--- src/rtl/pipelined_shifter.sv ---
// Pipelined barrel shifter. The shift amount arrives as base-3 digits; stage k
// applies digit_k * 3^k, so a request crosses DIGITS register stages. Each
// stage has its own valid bit. A stage moves forward whenever the stage after it
// can take its entry, so empty stages are filled without waiting.
module pipelined_shifter #(
  parameter int WIDTH  = 16,
  parameter int DIGITS = 3
) (
  input  logic                  clk,
  input  logic                  rst,
  input  logic                  in_valid,
  output logic                  in_ready,
  input  logic [WIDTH-1:0]      in_data,
  input  logic [1:0]            in_op,
  input  logic [2*DIGITS-1:0]   in_digits,
  output logic                  out_valid,
  input  logic                  out_ready,
  output logic [WIDTH-1:0]      out_data,
  output logic                  out_err,
  output logic                  busy
);

  localparam int DW = 2 * DIGITS;
  // The largest amount one stage applies is 2*3^3 = 54, so 8 bits hold it.
  localparam int AW = 8;

  localparam logic [1:0] OP_SLL = 2'b00;
  localparam logic [1:0] OP_SRL = 2'b01;
  localparam logic [1:0] OP_SRA = 2'b10;

  logic [DIGITS-1:0] valid_reg;
  logic [DIGITS-1:0] err_reg;
  logic [WIDTH-1:0]  data_reg   [DIGITS];
  logic [1:0]        op_reg     [DIGITS];
  logic [DW-1:0]     digits_reg [DIGITS];

  logic [WIDTH-1:0]  data_next   [DIGITS];
  logic [DW-1:0]     digits_next [DIGITS];
  logic [DIGITS-1:0] adv;
  logic              in_err;

  // Detect an illegal digit (value 3) anywhere in the incoming shift amount.
  always_comb begin
    in_err = 1'b0;
    for (int k = 0; k < DIGITS; k++) begin
      if (in_digits[2*k +: 2] == 2'd3) in_err = 1'b1;
    end
  end

  // Compute the advance chain from the output end back to stage 0.
  always_comb begin
    adv = '0;
    adv[DIGITS-1] = !valid_reg[DIGITS-1] || out_ready;
    for (int k = DIGITS - 2; k >= 0; k--) begin
      adv[k] = !valid_reg[k] || adv[k+1];
    end
  end

  assign in_ready  = !rst && adv[0];
  assign out_valid = valid_reg[DIGITS-1];
  assign out_data  = data_reg[DIGITS-1];
  assign out_err   = err_reg[DIGITS-1];
  assign busy      = |valid_reg;

  // Per-stage shift logic. The low digit of the remaining field belongs to this stage.
  generate
    for (genvar gi = 0; gi < DIGITS; gi++) begin : g_stage
      localparam int POW = 3 ** gi;
      logic [WIDTH-1:0] src;
      logic [1:0]       op;
      logic [DW-1:0]    dig;
      logic [AW-1:0]    amt;
      logic [AW-1:0]    rot;
      logic [WIDTH-1:0] shifted;

      if (gi == 0) begin : g_head
        // A request with an illegal digit enters as zero, so it comes out as zero.
        assign src = in_err ? '0 : in_data;
        assign op  = in_op;
        assign dig = in_digits;
      end else begin : g_body
        assign src = data_reg[gi-1];
        assign op  = op_reg[gi-1];
        assign dig = digits_reg[gi-1];
      end

      assign amt = AW'(dig[1:0]) * AW'(POW);
      assign rot = amt % AW'(WIDTH);

      // Shift by this stage's share. Amounts of WIDTH or more saturate; a rotate wraps.
      always_comb begin
        shifted = src;
        case (op)
          OP_SLL:  shifted = src << amt;
          OP_SRL:  shifted = src >> amt;
          OP_SRA:  shifted = $unsigned($signed(src) >>> amt);
          default: shifted = (src << rot) | (src >> (AW'(WIDTH) - rot));
        endcase
      end

      assign data_next[gi]   = shifted;
      assign digits_next[gi] = dig >> 2;
    end
  endgenerate

  // Stage registers. Each stage loads from upstream whenever it advances.
  always_ff @(posedge clk or posedge rst) begin
    if (rst) begin
      valid_reg <= '0;
      err_reg   <= '0;
      for (int k = 0; k < DIGITS; k++) begin
        data_reg[k]   <= '0;
        op_reg[k]     <= '0;
        digits_reg[k] <= '0;
      end
    end else begin
      if (adv[0]) begin
        valid_reg[0]  <= in_valid;
        err_reg[0]    <= in_err;
        op_reg[0]     <= in_op;
        data_reg[0]   <= data_next[0];
        digits_reg[0] <= digits_next[0];
      end
      for (int k = 1; k < DIGITS; k++) begin
        if (adv[k]) begin
          valid_reg[k]  <= valid_reg[k-1];
          err_reg[k]    <= err_reg[k-1];
          op_reg[k]     <= op_reg[k-1];
          data_reg[k]   <= data_next[k];
          digits_reg[k] <= digits_next[k];
        end
      end
    end
  end

endmodule

--- config.mk ---
export PLATFORM = sky130hd
export DESIGN_NAME = pipelined_shifter
export DESIGN_NICKNAME = d
export VERILOG_FILES = /design/src/rtl/pipelined_shifter.sv
export SDC_FILE = /design/constraint.sdc
export NUM_CORES = 1
export LEC_CHECK = 0
export CAP_MARGIN = 30
export CORE_ASPECT_RATIO = 1.5
export CORE_MARGIN = 1
export CORE_UTILIZATION = 45
export DETAILED_ROUTE_END_ITERATION = 10
export HOLD_SLACK_MARGIN = 0.1
export PLACE_DENSITY_LB_ADDON = 0.3
export SLEW_MARGIN = 15
export SYNTH_ARGS = -nofsm -noshare
export SYNTH_HDL_FRONTEND = slang
export SYNTH_SLANG_ARGS = --single-unit
export TNS_END_PERCENT = 5
--- constraint.sdc ---
create_clock -name clk -period 3.1 [get_ports clk]
set_input_delay 0.62 -clock clk [delete_from_list [all_inputs] [get_ports clk]]
set_output_delay 0.62 -clock clk [all_outputs]
set_load 0.005 [all_outputs]
# == Yosys cells after proc, flatten, opt, wreduce, memory -nomap -nowiden ==
# Cells that the tools add are included.
# op_classes
add_sub_neg,3
multipliers,2
div,0
order_cmp,0
n_eq_ne,9
n_shift,13
muxes,7
n_bitwise,3
reduce_logical,12
# op_table
op,count
$pmux W16 S3,3
$or A16 B16 Y16,3
$shr A16 B8 Y16,3
$shl A16 B4 Y16,2
$mux W16,1
$shl A16 B2 Y16,1
$shl A16 B6 Y16,1
$shr A16 B2 Y16,1
$shr A16 B4 Y16,1
$shr A16 B6 Y16,1
$sshr A16 B2 Y16,1
$sshr A16 B4 Y16,1
$sshr A16 B6 Y16,1
$eq A2 B2 Y1 const B,6
$sub A5 B4 Y6 const A,2
$eq A2 B1 Y1 const B,3
$logic_not A2 Y1,3
$mul A2 B4 Y6 const B,1
$sub A5 B2 Y6 const A,1
$logic_not A1 Y1,4
$mul A2 B2 Y4 const B,1
$logic_or A1 B1 Y1,3
$mux W1,3
$reduce_or A3 Y1,1
$logic_and A1 B1 Y1,1
# word_totals
regBits,64
latch_bits,0
ramBits,0
romBits,0
input_bits,28
n_memories,0

# == Logic depth before layout (Yosys ltp) ==
# depth
depth_word,8
depth_mapped,13

# == Least setup slack after synthesis ==
# No wires, ideal clock.
# synth_path
path_type,register -> register
from,"reg digits_reg, in the netlist g_stage[1].dig[0]"
to,"reg data_reg, in the netlist g_stage[2].src[1]"
setup_ns,0.123
arrival_ns,2.605
required_time_ns,2.977
slack_ns,0.372
stages_incl_launch_ff,10
synth_period_minus_slack_ns,2.728
cell_sequence,dfrtp_1 -> buf_4 -> inv_2 -> clkbuf_1 -> ha_1 -> buf_6 -> mux2_1 -> mux4_2 -> a221o_1 -> o221a_1
# synth_between
elab_chain_cells,5
# synth_lines
item,line_no,rtl
from (decl),35,logic [DW-1:0] digits_reg [DIGITS];
"from (signal, indexed assignment)",130,digits_reg[k] <= digits_next[k];
$mul A2 B2 Y4 *,87,assign amt = AW'(dig[1:0]) * AW'(POW);
$sub A5 B4 Y6,97,default: shifted = (src << rot) | (src >> (AW'(WIDTH) - rot));
$shr A16 B8 Y16,97,
$or A16 B16 Y16,97,
$pmux W16 S3 *,93,case (op)
"to (signal, indexed assignment)",129,data_reg[k] <= data_next[k];
to (decl),33,logic [WIDTH-1:0] data_reg [DIGITS];
# Mark *: on every way between the ends. The rest lies on a longest branch, timed or not.
# A chain may end at the register's enable or synchronous reset.

# == Worst setup path in the final report ==
# layout_path
from,"reg digits_reg, in the netlist g_stage[1].dig[1]"
to,"reg data_reg, in the netlist g_stage[2].src[10]"
# Same word-level chain as after synthesis.

==> flow_metrics.env <==
export IMPL_synth_cells=875
export IMPL_grt_overflow=0
export IMPL_synth_top_family_by_area="multiplexers"
export IMPL_post_cts_buffers=0
export IMPL_p_per_area_nw_per_um2=610
export IMPL_cts_buffers=9
export IMPL_yosysTopAreaCell="dfrtp_1"
export IMPL_grt_use_total_pct=31.7
export IMPL_critPathLaunch="g_stage[1].dig[1]"
export IMPL_drcViolationCount=0
export IMPL_synth_compound_area_share_pct=22.6
export IMPL_dp_hpwl_mm=19.0
export IMPL_design_area_um2=8370
export IMPL_synth_warnings=0
export IMPL_setup_tns_ns=0
export IMPL_start_util_pct=46.5
export IMPL_clock_skew_ns=0.00860
export IMPL_drt_vias_per_instance=6.77
export IMPL_placed_cell_area_um2=8040
export IMPL_clock_tree_root_cell="clkbuf_16"
export IMPL_synth_top_area_share_pct=21.9
export IMPL_critical_path_peak_fanout=34
export IMPL_cts_clk_slew_worst_paths_ns=0.06
export IMPL_ctsHoldBuffers=0
export IMPL_r2r_end="g_stage[2].src[10]"
export IMPL_drv_cap=0
export IMPL_clkPwrFrac_pct=22.5
export IMPL_die_w_um=106
export IMPL_leakage_nw=3.29
export IMPL_cp_arrival_ns=3.00
export IMPL_wl_mm=25.7
export IMPL_clk_latency_ns=0.34
export IMPL_ys_flop_type="dfrtp_1"
export IMPL_swShare_pct=42.2
export IMPL_synth_xor_area_share_pct=0.700
export IMPL_min_period_ns=2.79
export IMPL_grt_max_degree=47
export IMPL_p_int_mw=2.95
export IMPL_status="complete, no violations"
export IMPL_synth_seq_cells=64
export IMPL_yosys_top_cells_count="116 x nand2_1, 64 x dfrtp_1, 64 x nor2_1"
export IMPL_cp_cell_sequence="inv_1 -> ha_4 -> mux2i_1 -> mux4_2 -> o21ai_1 -> o32ai_1 -> a21oi_1"
export IMPL_postLayoutCoreUtil_pct=53.1
export IMPL_pwr_share_seq_pct=28.7
export IMPL_slowest_delay_ns=0.65
export IMPL_nNetsFinal=926
export IMPL_finalWeightedCongestion=0.945
export IMPL_synth_fp_nets=910
export IMPL_crit_end="g_stage[2].src[10]"
export IMPL_hold_violations=0
export IMPL_yosys_area_share_simple_pct=19.8
export IMPL_core_um2=15800
export IMPL_synth_mux_area_share_pct=26.7
export IMPL_numPortBuffers=47
export IMPL_setup_slack_ns=0.307
export IMPL_yosysMostFrequentCell="nand2_1"
export IMPL_setup_worst_path_end_class="register"
export IMPL_post_route_period_util_pct=90.1
export IMPL_synthesis_area_um2=7320
export IMPL_wl_per_cell_um=23.4
export IMPL_cts_path_max_buffers=2
export IMPL_slew_headroom_pct=42.3
export IMPL_area_growth_pct=14.3
export IMPL_required_ns=3.31
export IMPL_post_cts_resize_count=0
export IMPL_synthTopCellsByArea="dfrtp_1 22%, mux4_2 15%, mux2i_1 7.9%, nand2_1 5.9%, o21ai_0 4.3%"
export IMPL_r2r_start="g_stage[1].dig[1]"
export IMPL_final_cell_count_no_fill=1099
export IMPL_die_h_um=158
export IMPL_synth_distinct_cells=77
export IMPL_clock_sinks=64
export IMPL_pre_cts_slack_ns=0.421
export IMPL_cts_tree="yes"
export IMPL_num_vias=7438
export IMPL_ant_nets=0
export IMPL_largest_reg_flops=32
export IMPL_r2r_cells=7
export IMPL_n_antenna_cell=0
export IMPL_grt_pass1_wl_mm=40.6
export IMPL_combinationalPowerShare_pct=48.8
export IMPL_fillers=1551
export IMPL_vdd_drop_max_uv=339
export IMPL_crit_path_top_delay_cell="mux2i_1"
export IMPL_reg2reg_slack_ns=0.31
export IMPL_dieArea_um2=16800
export IMPL_rows=56
export IMPL_avgSynthCellArea_um2=8.37
export IMPL_first_global_vias=7273
export IMPL_htreeDepth=3
export IMPL_max_freq_mhz=358
export IMPL_holdCritPathClass="register to register"
export IMPL_finalSetupViolations=0
export IMPL_pin_count=48
export IMPL_synth_adder_area_share_pct=1.20
export IMPL_maxSlewViolCount=0
export IMPL_ys_seq_area_share_pct=21.9
export IMPL_switchingPower_mw=2.15
export IMPL_dp_cells=1083
export IMPL_cp_start_kind="register"
export IMPL_path_class="register to register"
export IMPL_tightest_slew_ns=0.860
export IMPL_synth_edf_count=0
export IMPL_drive_above_1_share_pct=18.0
export IMPL_rsz0062_at_grt="false"
export IMPL_antenna_found_initial=0
export IMPL_drtPass1Iterations=7
export IMPL_synthArstFlopShare_pct=100
export IMPL_drt_iter0_markers=729
==> cells by family after synthesis <==
logic type	after synthesis
buffers and inverters	114
flip-flops	64
multiplexers	131
adder cells (fa/ha/maj)	7
XOR/XNOR	5
AO/OA/AOI/OAI	249
AND/OR/NAND/NOR	305
==> layout make-up <==
cell class                 count  area (µm²)  area share [%]
clock inverter                 6        91.3            1.09
sequential                    64        1600            19.1
clock buffer                  10         239            2.86
multi-input combinational    697        5220            62.4
tap                          203         254            3.03
inverter                      16        60.1           0.717
timing repair buffer         103         903            10.8
==> cells in the final DEF, fill, tap and decap left out, types with 12 or more instances in the layout <==
cell type / netlist / routed
mux2_2: 18 / 18
mux2i_1: 58 / 58
nor2_1: 64 / 64
nand2b_1: 18 / 18
a21oi_1: 47 / 47
nand2_1: 116 / 116
dfrtp_1: 64 / 63
nand3_1: 26 / 26
mux4_2: 48 / 48
o21ai_0: 63 / 63
buf_4: 8 / 55
clkdlybuf4s50_1: 0 / 47
o211ai_1: 12 / 12
a31oi_1: 23 / 23
==> power by group through the flow <==
stage / registers [mW] / clock network, mW / logic, mW
floorplan: 1.20 / 0 / 1.84
global placement: 1.45 / 0 / 2.44
detailed placement: 1.46 / 0 / 2.44
CTS: 1.45 / 1.16 / 2.45
global route: 1.49 / 1.19 / 2.69
finish: 1.46 / 1.15 / 2.49
==> critical path: cells and delay by family (launching register included) <==
kind / cells / cell delay, ns
muxes: 2 / 1.07
AOI/OAI and AO/OA: 3 / 0.50
buffers and inverters: 1 / 0.09
DFF: 1 / 0.38
adders and majority gates: 1 / 0.59
==> metal layers <==
layer / vias up / routed length (µm) / GRT usage [%]
li1: 3356 / - / -
met1: 3545 / 9230 / 34.0
met2: 406 / 13200 / 57.8
met3: 131 / 1490 / 4.45
met4: 0 / 1710 / 20.7
met5: - / 0 / 0
==> metrics by stage <==
step	power, mW	hold slack, ns
after floorplan	3.04	0.439
final	5.11	0.463
after global routing	5.37	0.494
after global placement	3.89	0.449
after CTS	5.06	0.469
after detailed placement	3.91	0.455
==> how the worst min path moves through the flow <==
stage	cells after the start	end	from	slack (ns)
6_report	2	out_data[1]	out_data[1]	0.46
2_1_floorplan	2	err_reg[1]	err_reg[1]	0.44
3_5_place_dp	2	out_data[1]	out_data[1]	0.45
3_3_place_gp	2	err_reg[1]	err_reg[1]	0.45
4_1_cts	2	out_data[1]	out_data[1]	0.47
5_1_grt	2	err_reg[1]	err_reg[1]	0.49
(Power assumes the default switching activity.)
